--- config.mk ---
export PLATFORM = sky130hd
export DESIGN_NAME = instr_encoder
export DESIGN_NICKNAME = d
export VERILOG_FILES = /design/src/rtl/instr_encoder.sv
export SDC_FILE = /design/constraint.sdc
export NUM_CORES = 1
export LEC_CHECK = 0
export BUFFER_PORTS_ARGS = -buffer_cell sky130_fd_sc_hd__buf_2
export CAP_MARGIN = 20
export CORE_ASPECT_RATIO = 1.2
export CORE_MARGIN = 3
export CORE_UTILIZATION = 40
export CTS_BUF_LIST = sky130_fd_sc_hd__clkbuf_16
export DETAILED_ROUTE_END_ITERATION = 8
export PLACE_DENSITY_LB_ADDON = 0.25
export SKIP_CTS_REPAIR_TIMING = 1
export SYNTH_ARGS = -nofsm -noshare
export SYNTH_HDL_FRONTEND = slang
export SYNTH_SLANG_ARGS = --single-unit
--- constraint.sdc ---
create_clock -name clk -period 3.6 [get_ports clk]
set_clock_uncertainty 0.1 [all_clocks]
set_input_delay 0 -clock clk [delete_from_list [all_inputs] [get_ports clk]]
set_output_delay 0 -clock clk [all_outputs]
set_load 0.1 [all_outputs]
--- src/rtl/instr_encoder.sv ---
// RV32I instruction encoder: packs op descriptors into 32-bit words and streams
// them to consecutive instruction-memory word addresses over a valid/ready port.
module instr_encoder #(
  parameter int                ADDR_W    = 10,
  parameter logic [ADDR_W-1:0] BASE_ADDR = '0
) (
  input  logic              clk,
  input  logic              rst_n,
  input  logic              start,
  input  logic              in_valid,
  output logic              in_ready,
  input  logic [3:0]        in_op,
  input  logic [4:0]        in_rd,
  input  logic [4:0]        in_rs1,
  input  logic [4:0]        in_rs2,
  input  logic [31:0]       in_imm,
  output logic              mem_valid,
  input  logic              mem_ready,
  output logic [ADDR_W-1:0] mem_addr,
  output logic [31:0]       mem_wdata,
  output logic              busy,
  output logic              done,
  output logic              err,
  output logic              ovf,
  output logic [ADDR_W:0]   instr_count
);

  localparam logic [1:0] S_IDLE = 2'd0;
  localparam logic [1:0] S_RUN  = 2'd1;
  localparam logic [1:0] S_DONE = 2'd2;

  localparam logic [3:0] OP_LUI   = 4'd0;
  localparam logic [3:0] OP_ADDI  = 4'd1;
  localparam logic [3:0] OP_ADD   = 4'd2;
  localparam logic [3:0] OP_BLT   = 4'd3;
  localparam logic [3:0] OP_JAL   = 4'd4;
  localparam logic [3:0] OP_JALR  = 4'd5;
  localparam logic [3:0] OP_LW    = 4'd6;
  localparam logic [3:0] OP_SW    = 4'd7;
  localparam logic [3:0] OP_ECALL = 4'd8;

  logic [1:0]        state;
  logic [ADDR_W-1:0] ptr;
  logic [31:0]       enc_word;
  logic              enc_ok;
  logic              is_ecall;
  logic              accept;
  logic              imm_i_ok, imm_b_ok, imm_j_ok, imm_u_ok;

  // Immediate must be representable by the target format's sign-extended field.
  assign imm_i_ok = (&in_imm[31:11]) || !(|in_imm[31:11]);
  assign imm_b_ok = ((&in_imm[31:12]) || !(|in_imm[31:12])) && !in_imm[0];
  assign imm_j_ok = ((&in_imm[31:20]) || !(|in_imm[31:20])) && !in_imm[0];
  assign imm_u_ok = !(|in_imm[11:0]);

  // NOTE: every variable gets a default at the top of always_comb so no path
  // leaves it unassigned; otherwise synthesis infers a latch.
  always_comb begin
    enc_word = 32'h0;
    enc_ok   = 1'b1;
    is_ecall = 1'b0;
    case (in_op)
      OP_LUI: begin
        enc_ok   = imm_u_ok;
        enc_word = {in_imm[31:12], in_rd, 7'b0110111};
      end
      OP_ADDI: begin
        enc_ok   = imm_i_ok;
        enc_word = {in_imm[11:0], in_rs1, 3'b000, in_rd, 7'b0010011};
      end
      OP_ADD: begin
        enc_word = {7'b0, in_rs2, in_rs1, 3'b000, in_rd, 7'b0110011};
      end
      OP_BLT: begin
        enc_ok   = imm_b_ok;
        enc_word = {in_imm[12], in_imm[10:5], in_rs2, in_rs1, 3'b100,
                    in_imm[4:1], in_imm[11], 7'b1100011};
      end
      OP_JAL: begin
        enc_ok   = imm_j_ok;
        enc_word = {in_imm[20], in_imm[10:1], in_imm[11], in_imm[19:12],
                    in_rd, 7'b1101111};
      end
      OP_JALR: begin
        enc_ok   = imm_i_ok;
        enc_word = {in_imm[11:0], in_rs1, 3'b000, in_rd, 7'b1100111};
      end
      OP_LW: begin
        enc_ok   = imm_i_ok;
        enc_word = {in_imm[11:0], in_rs1, 3'b010, in_rd, 7'b0000011};
      end
      OP_SW: begin
        enc_ok   = imm_i_ok;
        enc_word = {in_imm[11:5], in_rs2, in_rs1, 3'b010, in_imm[4:0], 7'b0100011};
      end
      OP_ECALL: begin
        is_ecall = 1'b1;
        enc_word = 32'h0000_0073;
      end
      default: enc_ok = 1'b0;
    endcase
  end

  assign in_ready = (state == S_RUN) && (!mem_valid || mem_ready);
  assign accept   = in_valid && in_ready;
  assign busy     = (state == S_RUN) || mem_valid;
  assign done     = (state == S_DONE) && !mem_valid;

  // NOTE: sequential state uses non-blocking assignments so every register
  // samples pre-edge values; the later mem_valid <= 1 overrides the earlier clear.
  always_ff @(posedge clk or negedge rst_n) begin
    if (!rst_n) begin
      state       <= S_IDLE;
      ptr         <= '0;
      mem_valid   <= 1'b0;
      mem_addr    <= '0;
      mem_wdata   <= 32'h0;
      err         <= 1'b0;
      ovf         <= 1'b0;
      instr_count <= '0;
    end else begin
      if (mem_valid && mem_ready) mem_valid <= 1'b0;
      case (state)
        S_IDLE, S_DONE: begin
          if (start) begin
            state       <= S_RUN;
            ptr         <= BASE_ADDR;
            err         <= 1'b0;
            ovf         <= 1'b0;
            instr_count <= '0;
          end
        end
        S_RUN: begin
          if (accept) begin
            if (!enc_ok) begin
              err <= 1'b1;
            end else begin
              mem_valid   <= 1'b1;
              mem_addr    <= ptr;
              mem_wdata   <= enc_word;
              ptr         <= ptr + 1'b1;
              instr_count <= instr_count + 1'b1;
              if (&ptr) ovf <= 1'b1;
              if (is_ecall) state <= S_DONE;
            end
          end
        end
        default: state <= S_IDLE;
      endcase
    end
  end

endmodule

After elaboration in Yosys (flattened, before gate mapping)
Cells that the tools add are included.
Widths: inputs -> output; s select.
{ "word_totals": {"reg_bits": 68, "out_inout_bits": 59, "word_cells": 90} }
{ "classes": {"n_addsub": 2, "n_eq_ne": 16, "muxes": 28, "n_reduce_logical": 36} }
{ "ops": {"columns": ["cell", "count"], "rows": [
  ["$pmux 32 s9", 1],
  ["$mux 11", 3],
  ["$mux 10", 3],
  ["$reduce_or 12->1", 2],
  ["$pmux 11 s2", 1],
  ["$reduce_and 21->1", 1],
  ["$reduce_or 21->1", 1],
  ["$pmux 10 s2", 1],
  ["$reduce_and 20->1", 1],
  ["$reduce_or 20->1", 1],
  ["$eq 4x3->1 const B", 4],
  ["$reduce_and 12->1", 1],
  ["$reduce_and 4->1", 3],
  ["$add 11x1->11 const B", 1],
  ["$mux 1", 11],
  ["$add 10x1->10 const B", 1],
  ["$ne 2x2->1 const B", 5],
  ["$reduce_and 10->1", 1],
  ["$eq 4x2->1 const B", 2],
  ["$mux 2", 4],
  ["$logic_and 1x1->1", 6],
  ["$logic_not 1->1", 6],
  ["$logic_or 1x1->1", 5],
  ["$pmux 1 s5", 1],
  ["other kinds (14)", 16]
]} }

Depth between registers and ports, before layout
{ "logic_depth": {"word_depth": 8, "mapped_depth": 10} }

Least setup slack after synthesis
Ideal clock, no wire load.
{ "synth_path": {"path_kind": "register -> register", "start": "register mem_valid", "end": "register instr_count[7]", "setup_ns": 0.161, "arrival_time_ns": 3.688, "slack_ns": -0.349, "path_stages_with_launch": 8, "n_path_buf": 1, "synth_period_minus_slack_ns": 3.949, "path_cell_list": "dfrtp_1 > a21oi_1 > and2_1 > buf_2 > nor2b_1 > or4_1 > o211ai_1 > o31ai_2"} }
{ "synth_via": {"elab_chain_len": 6} }
{ "synth_lines": {"columns": ["item", "line_no", "text"], "rows": [
  ["start: declaration", "17", "output logic mem_valid,"],
  ["start signal: assignment", "115", "mem_valid <= 1'b0;"],
  ["start signal: assignment", "122", "if (mem_valid && mem_ready) mem_valid <= 1'b0;"],
  ["start signal: assignment", "138", "mem_valid <= 1'b1;"],
  ["$logic_not 1->1", "104", "assign in_ready = (state == S_RUN) && (!mem_valid || mem_ready);"],
  ["$logic_or 1x1->1", "104", null],
  ["$logic_and 1x1->1", "104", null],
  ["net in_ready", "11", "output logic in_ready,"],
  ["$logic_and 1x1->1", "105", "assign accept = in_valid && in_ready;"],
  ["$ne 2x2->1 (no line)", null, null],
  ["$reduce_and 4->1 (no line)", null, null],
  ["end signal: assignment", "142", "instr_count <= instr_count + 1'b1;"],
  ["end: declaration", "25", "output logic [ADDR_W:0] instr_count"]
]} }
The timed path passes the listed nets, and every way through them passes these cells.
A chain may end at the register's enable or synchronous reset.

Worst setup path after layout
{ "layout_path": {"start": "input port in_imm[14]", "end": "register mem_wdata[27]"} }
{ "layout_via": {"elab_chain_len": 6, "elab_cells_between_ends": 11, "classes_between": "mux (1); reduce/logical (10)"} }
{ "layout_lines": {"columns": ["item", "line_no", "text"], "rows": [
  ["start: declaration", "16", "input logic [31:0] in_imm,"],
  ["$reduce_or 20->1", "52", "assign imm_b_ok = ((&in_imm[31:12]) || !(|in_imm[31:12])) && !in_imm[0];"],
  ["$logic_not 1->1", "52", null],
  ["$logic_or 1x1->1", "52", null],
  ["$logic_and 1x1->1", "52", null],
  ["$pmux 1 s5 (*)", "62", "case (in_op)"],
  ["$reduce_and 3->1 (no line) (*)", null, null],
  ["end signal: assignment", "140", "mem_wdata <= enc_word;"],
  ["end: declaration", "20", "output logic [31:0] mem_wdata,"]
]} }
Mark *: on every way between the ends. The rest lies on a longest branch, timed or not.

==> flow_summary.ini <==
[worst_setup_path]
critical_path.max_stage_delay_ps = 590
critPathArrivalTime_ps = 3050
crit_required_ps = 3710
path_class = in -> reg
path_common_cell = dlygate4sd3_1
cp_max_fo = 31
cp_cell_sequence = dlygate4sd3_1 -> buf_2 -> nor4_1 -> nand2_1 -> a21o_1 -> a2111oi_4 -> o31ai_4 -> buf_4 -> a221oi_1 -> dlygate4sd3_1 -> nor2_1
worst_setup_path_start_kind = input port
setup.worst_path.end_class = register
cpMaxStageDelayCell = dlygate4sd3_1

[drt]
firstDrtPassIters = 4
first_iter_violations = 202
route.antenna.remaining_nets = 0
detail_routed_net_length_per_standard_cell_microns = 15.3
vias_per_cell = 5.38
vias = 3491
drc = 0
finalWirelength_mm = 9.90

[clock_tree]
clock_pin_transition_on_the_worst_setup_and_hold_timing_paths_ps = 60
clockRootBuffer = clkbuf_16
tritoncts = done
clock_insertion_delay_worst_skew_ps = 330
cts.sink_count = 67
cts_max_path_buffers = 2
numCtsBuffers = 9
cts_htree_levels = 3

[power]
p_sw_share_pct = 56.8
switching_power_of_the_nets_mw = 2.30
intPower_mw = 1.75
irDropWorstVdd_mv = 0.527
power.clock.fraction_pct = 19.5
leakage_nw = 2.33
power_density_nw_per_um2 = 835
comb_power_share_pct = 53.4
design_power_total_mw = 4.04
power_frac_seq_pct = 27.1

[floorplan]
num_io_pins = 115
total_die_area_sq_um = 10100
num_rows = 37
die_h_microns = 109
die_width_microns = 92.2
core-area_sq_um = 8610
initial_utilization_pct = 41.4

[sta]
post-route-min-period_ps = 2940
tightestPinTransition_ps = 1140
rsz0062_at_grt = false
finish_stage_setup_viols = 0
fin_tns_setup_ps = 0
slew_violations = 0
finalHoldViolations = 1
slew-limit-headroom_pct = 23.5
fin_crit_sh_pct = 81.7
hold-worst-slack_ps = -25.8
maximum_achievable_frequency_mhz = 340

[synthesis]
synth-seq-cells = 67
ys_seq_area_share_pct = 47.0
synth_warnings = 0
yosysMostFrequentCell = nand2_1
synth-edff-count = 0
synth_area_per_cell_sq_um = 9.22
ys_top_cells_by_area = dfrtp_1 47%, nand2_1 8.3%, mux2i_1 4.8%
synth_async_sr_flop_share_pct = 100
ys.flop_type = dfrtp_1
synth_cell_types = 51
synth_area_sq_um = 3570
synthCells = 387
yosys_top_cell_area_share_pct = 47.0
netlist_top_cells_count = 79 x nand2_1, 67 x dfrtp_1, 32 x nor2_1
synth_fp_nets = 445
synthDominantAreaCellType = dfrtp_1

[place]
place.detailed.hpwl_mm = 7.07
placed_area_sq_um = 4190
number_of_buffers_added_on_ports = 114
gp_routability_congestion = 0.890

[cells_and_area]
area_of_all_placed_cells_without_fillers_sq_um = 4840
nNetsFinal = 585
diodes = 0
area_growth_syn_to_layout_pct = 35.6
share_of_layout_cells_above_drive_strength_1_pct = 27.3

[grt]
pin_count_of_the_biggest_net_entering_global_routing = 42
grt.total_usage_pct = 19.4
grt_first_pass_wirelength_mm = 15.5
globalRoute.totalOverflow = 0
antenna_found_initial = 0
first_global_vias = 3097

[outcome]
outcome = complete, but fails checks
violations = hold timing

[worst_hold_path]
min-delay-path-class = in -> reg

[flow_run]
max_cap_violations = 0
## kinds of logic (layout without fill, tap and decap cells)
| logic type | count (synthesis) | after routing | synth area share [%] |
|---|---|---|---|
| adder cells (fa/ha/maj) | 2 | 2 | 0.701 |
| AND/OR/NAND/NOR | 173 | 173 | 23.4 |
| multiplexers | 17 | 17 | 4.77 |
| flip-flops | 67 | 67 | 47.0 |
| buffers and inverters | 31 | 176 | 4.10 |
| AO/OA/AOI/OAI | 97 | 97 | 20.0 |
## stage by stage
step | hold WS (ps) | instances | utilization [%] | setup slack, ps
5_1_grt | 13.0 | 649 | 56.2 | 466
2_1_floorplan | -396 | 387 | - | 244
3_5_place_dp | -50.0 | 595 | 48.6 | 945
4_1_cts | -402 | 611 | 51.8 | 1160
3_3_place_gp | -51.2 | 595 | 48.6 | 1040
6_report | -25.8 | 649 | 56.2 | 658
## sequential cells by signal (all words and copies together), names as in the netlist
register,count
state,2
mem_addr,10
mem_wdata,31
instr_count,11
err,1
ovf,1
ptr,10
mem_valid,1
## power groups by stage
stage	Sequential, mW	Clock (mW)	Combinational, mW
after floorplan	2.36	0	0.499
after global placement	1.10	0	2.12
after detailed placement	1.11	0	2.13
after CTS	1.10	0.802	2.13
after global routing	1.12	0.839	2.26
final	1.09	0.789	2.16
## placed cells by master (no fill, tap or decap), types with 3 or more instances in the layout
cell	n
a31oi_1	5
nor2b_1	3
nand2b_1	5
buf_2	114
nand4b_1	3
nor4_1	10
clkbuf_16	9
o21ai_0	15
a22oi_1	5
or4_1	5
dfrtp_1	67
o31ai_1	15
nand3_1	8
o211ai_1	9
buf_4	4
nor3_1	3
mux2i_1	17
a221oi_1	7
a21o_1	4
a21oi_1	15
o31ai_2	3
nand4_1	12
clkinvlp_4	3
nand2_1	79
dlygate4sd3_1	38
inv_1	3
and3_1	4
nor2_1	32
o21ai_1	3
## area by class of cell
| cell class | instances | area (sq um) |
|---|---|---|
| fillers | 824 | 3770 |
| multi-input cells | 289 | 1750 |
| flip-flops and latches | 67 | 1680 |
| repair buffers | 156 | 981 |
| clock buffers | 9 | 225 |
| well taps | 117 | 146 |
| clock inverters | 7 | 45.0 |
| inverters | 4 | 15.0 |
## worst paths after layout
check                                  from             end  slack [ps]  depth (start not counted)
max in group asynchronous             rst_n    mem_wdata[8]        2330                          3
worst min register to register  mem_addr[9]     mem_addr[9]         360                          2
worst max register to register     state[1]   mem_wdata[27]         950                          8
worst max-delay path             in_imm[14]   mem_wdata[27]         660                         11
min in group asynchronous             rst_n  instr_count[2]         120                          2
worst min-delay path               in_rd[4]   mem_wdata[11]         -30                          3
## routing by layer
layer  track usage, %  routed length, microns  vias to the layer above
li1                 -                       -                     1696
met2             31.5                    4980                      131
met5                0                       0                        -
met3             5.07                     554                       10
met1             25.3                    4260                     1654
met4             6.37                     107                        0
## worst max-delay path, delay by kind of cell
family                 cells  cell delay [ps]
buffers and inverters      4             1510
AOI/OAI and AO/OA          4             1050
and+or+nand+nor            3              490
Power figures use the tool's default switching activity.
